$ cat src/rtl/fifo_tx_serializer_pkg.sv
`default_nettype none
// ============================================================================
// Module   : fifo_pkg
// Purpose  : Shared types and defaults for the FIFO and its serial drain stage.
// Revision : 1.0  initial release
// ============================================================================

package fifo_pkg;

    localparam int WIDTH = 4;

    typedef enum logic [2:0] {
        IDLE  = 3'd0,
        POP   = 3'd1,
        CAP   = 3'd2,
        START = 3'd3,
        DATA  = 3'd4,
        STOP  = 3'd5
    } tx_state_t;

    // Counter width for a 0..cycles-1 timer; never narrower than one bit.
    function automatic int timer_bits(input int cycles);
        return (cycles > 1) ? $clog2(cycles) : 1;
    endfunction

endpackage

`default_nettype wire

$ cat src/rtl/fifo_tx_serializer_bit_timer.sv
`default_nettype none
// ============================================================================
// Module   : bit_timer
// Purpose  : Free-running 0..clks_per_bit-1 counter with a last-count tick.
// Revision : 1.0  initial release
// ============================================================================

module bit_timer
    import fifo_pkg::*;
#(
    parameter int clks_per_bit = 4
) (
    input  logic clk,
    input  logic rst,
    input  logic clear,
    output logic tick
);

    localparam int            CW   = timer_bits(clks_per_bit);
    localparam logic [CW-1:0] LAST = CW'(clks_per_bit - 1);

    logic [CW-1:0] count;

    always_ff @(posedge clk) begin
        if (rst || clear) begin
            count <= '0;
        end else if (count == LAST) begin
            count <= '0;
        end else begin
            count <= count + CW'(1);
        end
    end

    assign tick = (count == LAST);

endmodule

`default_nettype wire

$ cat src/rtl/fifo_tx_serializer.sv
`default_nettype none
// ============================================================================
// Module   : fifo_tx_serializer
// Purpose  : Pops FIFO words and sends them as start/data(LSB first)/stop frames.
// Revision : 1.0  initial release
// ============================================================================

module fifo_tx_serializer
    import fifo_pkg::*;
#(
    parameter int width        = WIDTH,
    parameter int clks_per_bit = 4
) (
    input  logic             clk,
    input  logic             rst,
    input  logic             en,
    input  logic             empty,
    input  logic [width-1:0] fifo_out,
    output logic             pop,
    output logic             tx,
    output logic             busy,
    output logic             done
);

    localparam int            BW       = $clog2(width + 1);
    localparam logic [BW-1:0] LAST_BIT = BW'(width - 1);

    tx_state_t        state;
    tx_state_t        state_next;
    logic [width-1:0] shreg;
    logic [width-1:0] shreg_next;
    logic [BW-1:0]    bit_cnt;
    logic [BW-1:0]    bit_cnt_next;
    logic             tx_reg;
    logic             tx_next;
    logic             tick;
    logic             timer_clear;

    bit_timer #(
        .clks_per_bit (clks_per_bit)
    ) u_bit_timer (
        .clk   (clk),
        .rst   (rst),
        .clear (timer_clear),
        .tick  (tick)
    );

    always_ff @(posedge clk) begin
        if (rst) begin
            state <= IDLE;
        end else begin
            state <= state_next;
        end
    end

    always_comb begin
        state_next  = state;
        pop         = 1'b0;
        busy        = (state != IDLE);
        done        = 1'b0;
        // The timer only runs while a bit is on the line; CAP leaves it at zero.
        timer_clear = 1'b1;
        case (state)
            IDLE: begin
                if (en && !empty) begin
                    state_next = POP;
                end
            end
            POP: begin
                pop        = 1'b1;
                state_next = CAP;
            end
            CAP: begin
                state_next = START;
            end
            START: begin
                timer_clear = 1'b0;
                if (tick) begin
                    state_next = DATA;
                end
            end
            DATA: begin
                timer_clear = 1'b0;
                if (tick && (bit_cnt == LAST_BIT)) begin
                    state_next = STOP;
                end
            end
            STOP: begin
                timer_clear = 1'b0;
                done        = tick;
                if (tick) begin
                    state_next = IDLE;
                end
            end
            default: begin
                state_next = IDLE;
            end
        endcase
    end

    always_comb begin
        shreg_next   = shreg;
        bit_cnt_next = bit_cnt;
        tx_next      = 1'b1;
        case (state)
            CAP: begin
                shreg_next   = fifo_out;
                bit_cnt_next = '0;
            end
            DATA: begin
                if (tick) begin
                    if (bit_cnt == LAST_BIT) begin
                        bit_cnt_next = '0;
                    end else begin
                        bit_cnt_next = bit_cnt + BW'(1);
                        shreg_next   = shreg >> 1;
                    end
                end
            end
            default: begin
            end
        endcase
        // tx is registered, so it is computed from where the FSM is heading.
        case (state_next)
            START:   tx_next = 1'b0;
            DATA:    tx_next = shreg_next[0];
            default: tx_next = 1'b1;
        endcase
    end

    always_ff @(posedge clk) begin
        if (rst) begin
            shreg   <= '0;
            bit_cnt <= '0;
            tx_reg  <= 1'b1;
        end else begin
            shreg   <= shreg_next;
            bit_cnt <= bit_cnt_next;
            tx_reg  <= tx_next;
        end
    end

    assign tx = tx_reg;

endmodule

`default_nettype wire

$ cat config.mk
export PLATFORM = sky130hd
export DESIGN_NAME = fifo_tx_serializer
export DESIGN_NICKNAME = d
export VERILOG_FILES = /design/src/rtl/fifo_tx_serializer_pkg.sv /design/src/rtl/fifo_tx_serializer_bit_timer.sv /design/src/rtl/fifo_tx_serializer.sv
export SDC_FILE = /design/constraint.sdc
export NUM_CORES = 1
export LEC_CHECK = 0
export CORE_MARGIN = 2
export CORE_UTILIZATION = 40
export CTS_CLUSTER_SIZE = 14
export DETAILED_ROUTE_END_ITERATION = 10
export GPL_TIMING_DRIVEN = 0
export SYNTH_ARGS = -nofsm -noshare
export SYNTH_HDL_FRONTEND = slang
export SYNTH_SLANG_ARGS = --single-unit
$ cat constraint.sdc
create_clock -name clk -period 1.45 [get_ports clk]
set_input_delay 0.29 -clock clk [delete_from_list [all_inputs] [get_ports clk]]
set_output_delay 0.29 -clock clk [all_outputs]
set_load 0.005 [all_outputs]
==> results of run 1 <==
-- cells by family (layout without fill, tap and decap cells) --
kind of cell             count (synthesis)  count (layout)  share of synthesized area (%)
AO/OA/AOI/OAI                           23              23                           21.8
adder cells (fa/ha/maj)                  2               2                           3.41
buffers and inverters                    7              28                           5.46
flip-flops                              13              13                           35.5
multiplexers                             1               1                           1.54
AND/OR/NAND/NOR                         39              39                           32.3
-- repair_timing --
item	in CTS	in global routing
pin swaps	4	1
endpoints found under the setup margin	5	10
gates resized for setup	27	13
buffers inserted	6	0
-- synth_stat cells (all sizes together) (2+ instances only) --
| master | n |
|---|---|
| o21bai | 2 |
| nand3 | 5 |
| and2 | 2 |
| inv | 2 |
| nand2 | 7 |
| a2111oi | 2 |
| nor3b | 2 |
| nor4bb | 2 |
| ha | 2 |
| and3 | 3 |
| dfxtp | 13 |
| nor2 | 5 |
| a21oi | 10 |
| a22oi | 2 |
| buf | 4 |
| or2b | 2 |
| o21ai | 2 |
| nor4 | 2 |
| nand2b | 3 |
-- layout by cell type, fill, tap and decap left out, types with 3 or more instances in the layout --
cell             n
dfxtp_2          4
nand2_1          6
buf_6            4
and3_1           3
dfxtp_1          6
dfxtp_4          3
a21oi_1          9
clkbuf_4         4
buf_4            5
nand3_1          4
clkdlybuf4s50_1  8
nor2_1           4
-- through the flow --
stage | cells | util (%) | setup slack (ns) | instance area, um2 | hold slack, ns
after floorplan | 85 | - | 0.145 | 733 | 0.367
after global placement | 121 | 50.7 | -0.259 | 875 | 0.427
after detailed placement | 121 | 50.7 | -0.264 | 875 | 0.431
after CTS | 131 | 57.1 | -0.0551 | 986 | 0.442
after global routing | 131 | 60.0 | -0.110 | 1040 | 0.464
final | 131 | 60.0 | -0.0635 | 1040 | 0.447
-- power groups by stage --
| stage | clock, mW | sequential (mW) | combinational, mW |
|---|---|---|---|
| floorplan | 0 | 0.385 | 0.0667 |
| global placement | 0 | 0.388 | 0.113 |
| detailed placement | 0 | 0.388 | 0.114 |
| CTS | 0.232 | 0.373 | 0.134 |
| global route | 0.248 | 0.376 | 0.156 |
| finish | 0.224 | 0.374 | 0.143 |
-- area by class of cell --
type / instances / area [um2]
multi-input combinational: 65 / 505
sequential: 13 / 277
tap: 25 / 31.3
fill: 156 / 691
inverter: 2 / 7.51
buffer: 5 / 45.0
clock buffer: 4 / 26.3
timing repair buffer: 17 / 144
-- how the worst max path moves through the flow --
stage	start	endpoint	slack, ns	cells past startpoint
5_1_grt	state[0]	tx	-0.11	6
2_1_floorplan	bit_cnt[1]	tx	0.14	6
6_report	state[0]	busy	-0.06	3
3_3_place_gp	state[0]	pop	-0.26	3
4_1_cts	state[0]	busy	-0.06	3
3_5_place_dp	state[0]	pop	-0.26	3
-- worst register-to-register path, stage by stage, from the launching register on --
cell	delay, ns
dfxtp_4	0.36
buf_6	0.12
or2b_1	0.23
buf_4	0.16
nand2b_1	0.17
nor4_2	0.24
a21oi_1	0.06
-- routing by layer --
layer	up-vias	GRT usage [%]	wire length, um
met5	-	0	0
met4	0	6.11	12
met3	2	6.92	83
met2	15	27.7	882
met1	337	24.2	786
li1	358	-	-
==> summary.md, run 1 <==
| Metric | Value |
|---|---|
| Outcome | complete, but fails checks |
| Failing checks | setup timing |
| Count of final setup violators | 3 |
| Crit path kind | reg -> out |
| Hold path startpoint | u_bit_timer.count[0] |
| R2R Setup Slk | 0 ns |
| Die H | 46.8 um |
| CTS tree | done |
| All-Layer GR Usage | about 18% |
| H-tree Lvls | 1 |
| Largest net degree at the start of global routing | 11 |
| First-pass GRT wire length | between 2000 and 3000 um |
| Clk sinks | 13 |
| Routed wire length | about 1800 um |
| Top post-synthesis cells by area | dfxtp_1 35%, a21oi_1 6.8%, nand2_1 3.6% |
| Min Tclk post-route | 1.51 ns |
| WP data arrival | between 1 and 1.5 ns |
| Initial DRC Count | 13 |
| Cells after Synth | between 80 and 90 |
| Largest regs | shreg x4, bit_cnt x3, state x3 |
| Max reg flops | 4 |
| Clock tree buffer depth | 2 |
| Hold depth | 1 |
| Pwr Total | around 0.74 mW |
| Reg2reg path depth | 6 |
| I/O pin count | 12 |
| Synthesized Nets | 95 |
| Mapped Area | about 730 um2 |
| CTS buffer count | 3 |
| Register area share after synthesis | a little over a third |
| N_diodes | 0 |
| Register with the most flip-flops | shreg |
| Vias per std cell | 5.44 |
| Leakage | 0.378 nW |
| Synth area leader | dfxtp_1 |
| Post-DRT Antenna Nets | 0 |
| Net Sw Power | between 0.15 and 0.2 mW |
| Post-synth top area share | about 35% |
| GPL Wtd Cong | roughly 0.78 |
| Area growth syn-to-layout | 41.3% |
| CP peak stage delay | 0.35 ns |
| Sequence of cells on the critical path | buf_6 > or3_1 > buf_2 |
| Worst setup margin | -0.0635 ns |
| Max Freq | roughly 660 MHz |
| Clk_lat worst skew | between 0.2 and 0.3 ns |
| CP Capture Type | output port |
| Post-synth top flop | dfxtp_1 |
| Hold WC Path Type | reg -> reg |
| Core area | 1730 um2 |
| Layout cell share with drive strength beyond 1 | between 30 and 40% |
| Port Buffers | 11 |
| Initial Util | roughly 42% |
| Nets | between 100 and 150 |
| Die W | 46.8 um |
| Max_cap viols | 0 |
| HPWL after detailed placement | roughly 1200 um |
| Cell Rows | 15 |
| Async S/R FF share, synth | 0% |
| Area of the die | 2190 um2 |
| Initial antenna violation count | 0 |
| Reg-to-reg endpoint | tx |
| DR pass1 iterations | 4 |
| Crit start category | flip-flop |
| Wire length per cell after detailed routing | 13.5 um |
| Worst Path Max Fanout | 3 |
| Critical R2R Launch | state[1] |
| Period utilization | 104% |
| Hold Vio Cnt, Final | 0 |
| CP max-delay cell | dfxtp_4 |
| RSZ-0062 raised after global routing | true |
| Post-CTS Hold Fix Bufs | 0 |
| Buf+Inv Stages, Crit Path | 2 |
| Total number of vias | about 710 |
| Setup Skew | around 0.0063 ns |
| Setup TNS | -0.0978 ns |
| Grt ovf | 0 |
| Pwr Density | 715 nW/um2 |
| Crit path max-delay family | flip-flops |
| Worst VDD drop | 751 uV |
| Yosys reg bits | 13 |
| Clock power frac | a little under a third |
| DRC viols | 0 |
| Ys Warns | 0 |
| Clk root buf | clkbuf_4 |
| Slew margin rel. | between 60% and 70% |
| Int Power | 0.549 mW |
| Max-slew violation count | 0 |
| Hold EP | u_bit_timer.count[0] |
| Switching share of power | 25.9% |
| Syn Area/Cell | 8.63 um2 |
| Flop pwr share | ~51% |
| Number of global-route vias before repair | roughly 650 |
| Synth unique cells | 37 |
| EDFF count, synth | 0 |
| CTS clk-pin slew, worst paths | around 0.080 ns |
| Worst-Margin Slew | about 0.49 ns |
| Combinational power share | ~19% |
| Data required, critical path | about 1.2 ns |
Power figures use the tool's default switching activity.
==> inputs of run 2 (changes only) <==
- GPL_TIMING_DRIVEN: 0 -> not set
==> summary.md, run 2 (synthesis results as in run 1) <==
| Metric | Value |
|---|---|
| Port Buffers | 11 (unchanged) |
| Int Power | 0.549 mW (about the same) |
| Met2 GRT Util | 28.2% (+0.55 points) |
| GPL Wtd Cong | 0.762 (-2.1%) |
| Worst-Margin Slew | 0.306 ns (-0.184 ns) |
| Net Sw Power | 0.203 mW (+6.0%) |
| Grt ovf | 0 (unchanged) |
| Die H | 46.8 um (unchanged) |
| CTS tree | done |
| Hold EP | u_bit_timer.count[0] |
| Post-CTS Hold Fix Bufs | 0 (unchanged) |
| Area of the die | 2190 um2 (unchanged) |
| DR pass1 iterations | 3 (-1) |
| Number of global-route vias before repair | 643 (-1.2%) |
| Largest regs | shreg x4, bit_cnt x3, state x3 |
| Met3 usage | 3.46% (-3.5 points) |
| Die W | 46.8 um (unchanged) |
| Initial Util | 42.5% (unchanged) |
| WP data arrival | 1.16 ns (-0.06 ns) |
| Pwr Density | 709 nW/um2 (-0.84%) |
| DRC viols | 0 (unchanged) |
| H-tree Lvls | 1 (unchanged) |
| Clk root buf | clkbuf_4 |
| Clock tree buffer depth | 2 (unchanged) |
| Worst setup margin | 0.000243 ns (+0.0637 ns) |
| Hold path startpoint | u_bit_timer.count[0] |
| Max-slew violation count | 0 (unchanged) |
| Reg-to-reg endpoint | tx |
| Max Freq | 690 MHz (+4.4%) |
| Setup Skew | 0.00384 ns (-0.00248 ns) |
| Outcome | finished, final reports clean |
| Hold Vio Cnt, Final | 0 (unchanged) |
| Pwr Total | 0.752 mW (+1.6%) |
| HPWL after detailed placement | 1310 um (+12%) |
| Clock power frac | 31.7% (+1.5 points) |
| Max reg flops | 4 (unchanged) |
| Critical R2R Launch | u_bit_timer.count[0] |
| Reg2reg path depth | 6 (unchanged) |
| Flop pwr share | 50.6% (about the same) |
| CP Capture Type | output port |
| Wire length per cell after detailed routing | 13.2 um (-2.3%) |
| CTS clk-pin slew, worst paths | 0.08 ns (about the same) |
| Initial antenna violation count | 0 (unchanged) |
| Top Usage Layer GRT | met2 |
| Area growth syn-to-layout | 44.7% |
| Largest net degree at the start of global routing | 10 (-1) |
| Clk_lat worst skew | 0.28 ns (about the same) |
| Leakage | 0.408 nW (+7.8%) |
| Crit path kind | reg -> out |
| Post-Place Setup Slack | -0.109 ns (+0.154 ns) |
| First-pass GRT wire length | 2830 um (+1.8%) |
| Met1 Usage GRT | 24.6% (+0.35 points) |
| R2R Setup Slk | 0.01 ns (about the same) |
| Worst Path Max Fanout | 6 (+3) |
| N_diodes | 0 (unchanged) |
| # fillers | 162 (+3.8%) |
| Combinational power share | 17.6% (-1.7 points) |
| Worst VDD drop | 531 uV (-29%) |
| CTS buffer count | 3 (unchanged) |
| Hold WC Path Type | reg -> reg |
| Cell Rows | 15 (unchanged) |
| Commonest non-fill, non-tap cell in the layout | buf_4 |
| Most frequent cells in the layout | 15 x buf_4, 9 x a21oi_1, 8 x clkdlybuf4s50_1 |
| Crit start category | flip-flop |
| Vias per std cell | 5.29 (-2.7%) |
| Initial DRC Count | 10 (-3) |
| Hold depth | 1 (unchanged) |
| Slew margin rel. | 79.4% (+12 points) |
| Max_cap viols | 0 (unchanged) |
| Min Tclk post-route | 1.45 ns (-0.0637 ns) |
| Post-DRT Antenna Nets | 0 (unchanged) |
| Switching share of power | 27.0% (+1.1 points) |
| Total number of vias | 730 (+2.5%) |
| Clk sinks | 13 (unchanged) |
| Core area | 1730 um2 (unchanged) |
| Layout cell share with drive strength beyond 1 | 38.9% (+2.1 points) |
| I/O pin count | 12 (unchanged) |
| Register with the most flip-flops | shreg |
| Routed wire length | 1820 um (+2.9%) |
| Period utilization | 100% (-4.4 points) |
| Count of final setup violators | 0 (-3) |
| RSZ-0062 raised after global routing | true |
| Nets | 124 (+6.0%) |
| All-Layer GR Usage | 18.5% (+0.13 points) |
| Data required, critical path | 1.16 ns (about the same) |
[run 2: cell type report]
cell class,instances,area [um2],area share (%)
clock buffer,4,26.3,2.48
inverter,2,7.51,0.708
multi-input combinational,65,473,44.6
sequential,13,272,25.6
tap,25,31.3,2.95
timing repair buffer,29,251,23.7
[run 2: critical path, stage by stage, from the launching register on]
cell,delay (ns)
dfxtp_2,0.33
buf_6,0.12
or3_1,0.30
buf_2,0.13
[run 2: power by group through the flow]
| stage | Combinational (mW) | Clock [mW] | Sequential, mW |
|---|---|---|---|
| finish | 0.132 | 0.239 | 0.381 |
| CTS | 0.125 | 0.238 | 0.381 |
| global route | 0.145 | 0.261 | 0.383 |
| detailed placement | 0.129 | 0 | 0.389 |
| global placement | 0.126 | 0 | 0.388 |
| floorplan | 0.0667 | 0 | 0.385 |
[run 2: metal layers]
| metal | vias up | wire [um] |
|---|---|---|
| li1 | 370 | - |
| met1 | 347 | 866 |
| met2 | 7 | 872 |
| met3 | 6 | 39 |
| met4 | 0 | 40 |
| met5 | - | 0 |
[run 2: stage by stage]
step | setup TNS (ns) | area, um2 | cells | hold slack (ns) | utilization [%]
floorplan | 0 | 733 | 85 | 0.367 | -
detailed placement | -0.334 | 955 | 131 | 0.428 | 55.3
finish | 0 | 1060 | 138 | 0.446 | 61.4
global placement | -0.266 | 955 | 131 | 0.424 | 55.3
global route | -0.292 | 1060 | 138 | 0.466 | 61.4
CTS | 0 | 1000 | 136 | 0.442 | 58.2
[run 2: worst max path at each step]
stage	from	end	slack, ns	cells past startpoint
2_1_floorplan	bit_cnt[1]	tx	0.14	6
4_1_cts	state[2]	busy	0.002	3
6_report	state[2]	busy	0.0002	3
3_5_place_dp	en	tx	-0.11	6
5_1_grt	u_bit_timer.count[0]	tx	-0.08	6
3_3_place_gp	en	tx	-0.10	6
[run 2: timing repair]
action                                 4_1_cts  5_1_grt
pin swaps                                    2        6
endpoints found under the hold margin        0        0
buffers inserted                             1        2
resized for setup                           20       12
setup endpoints to repair                    4        9
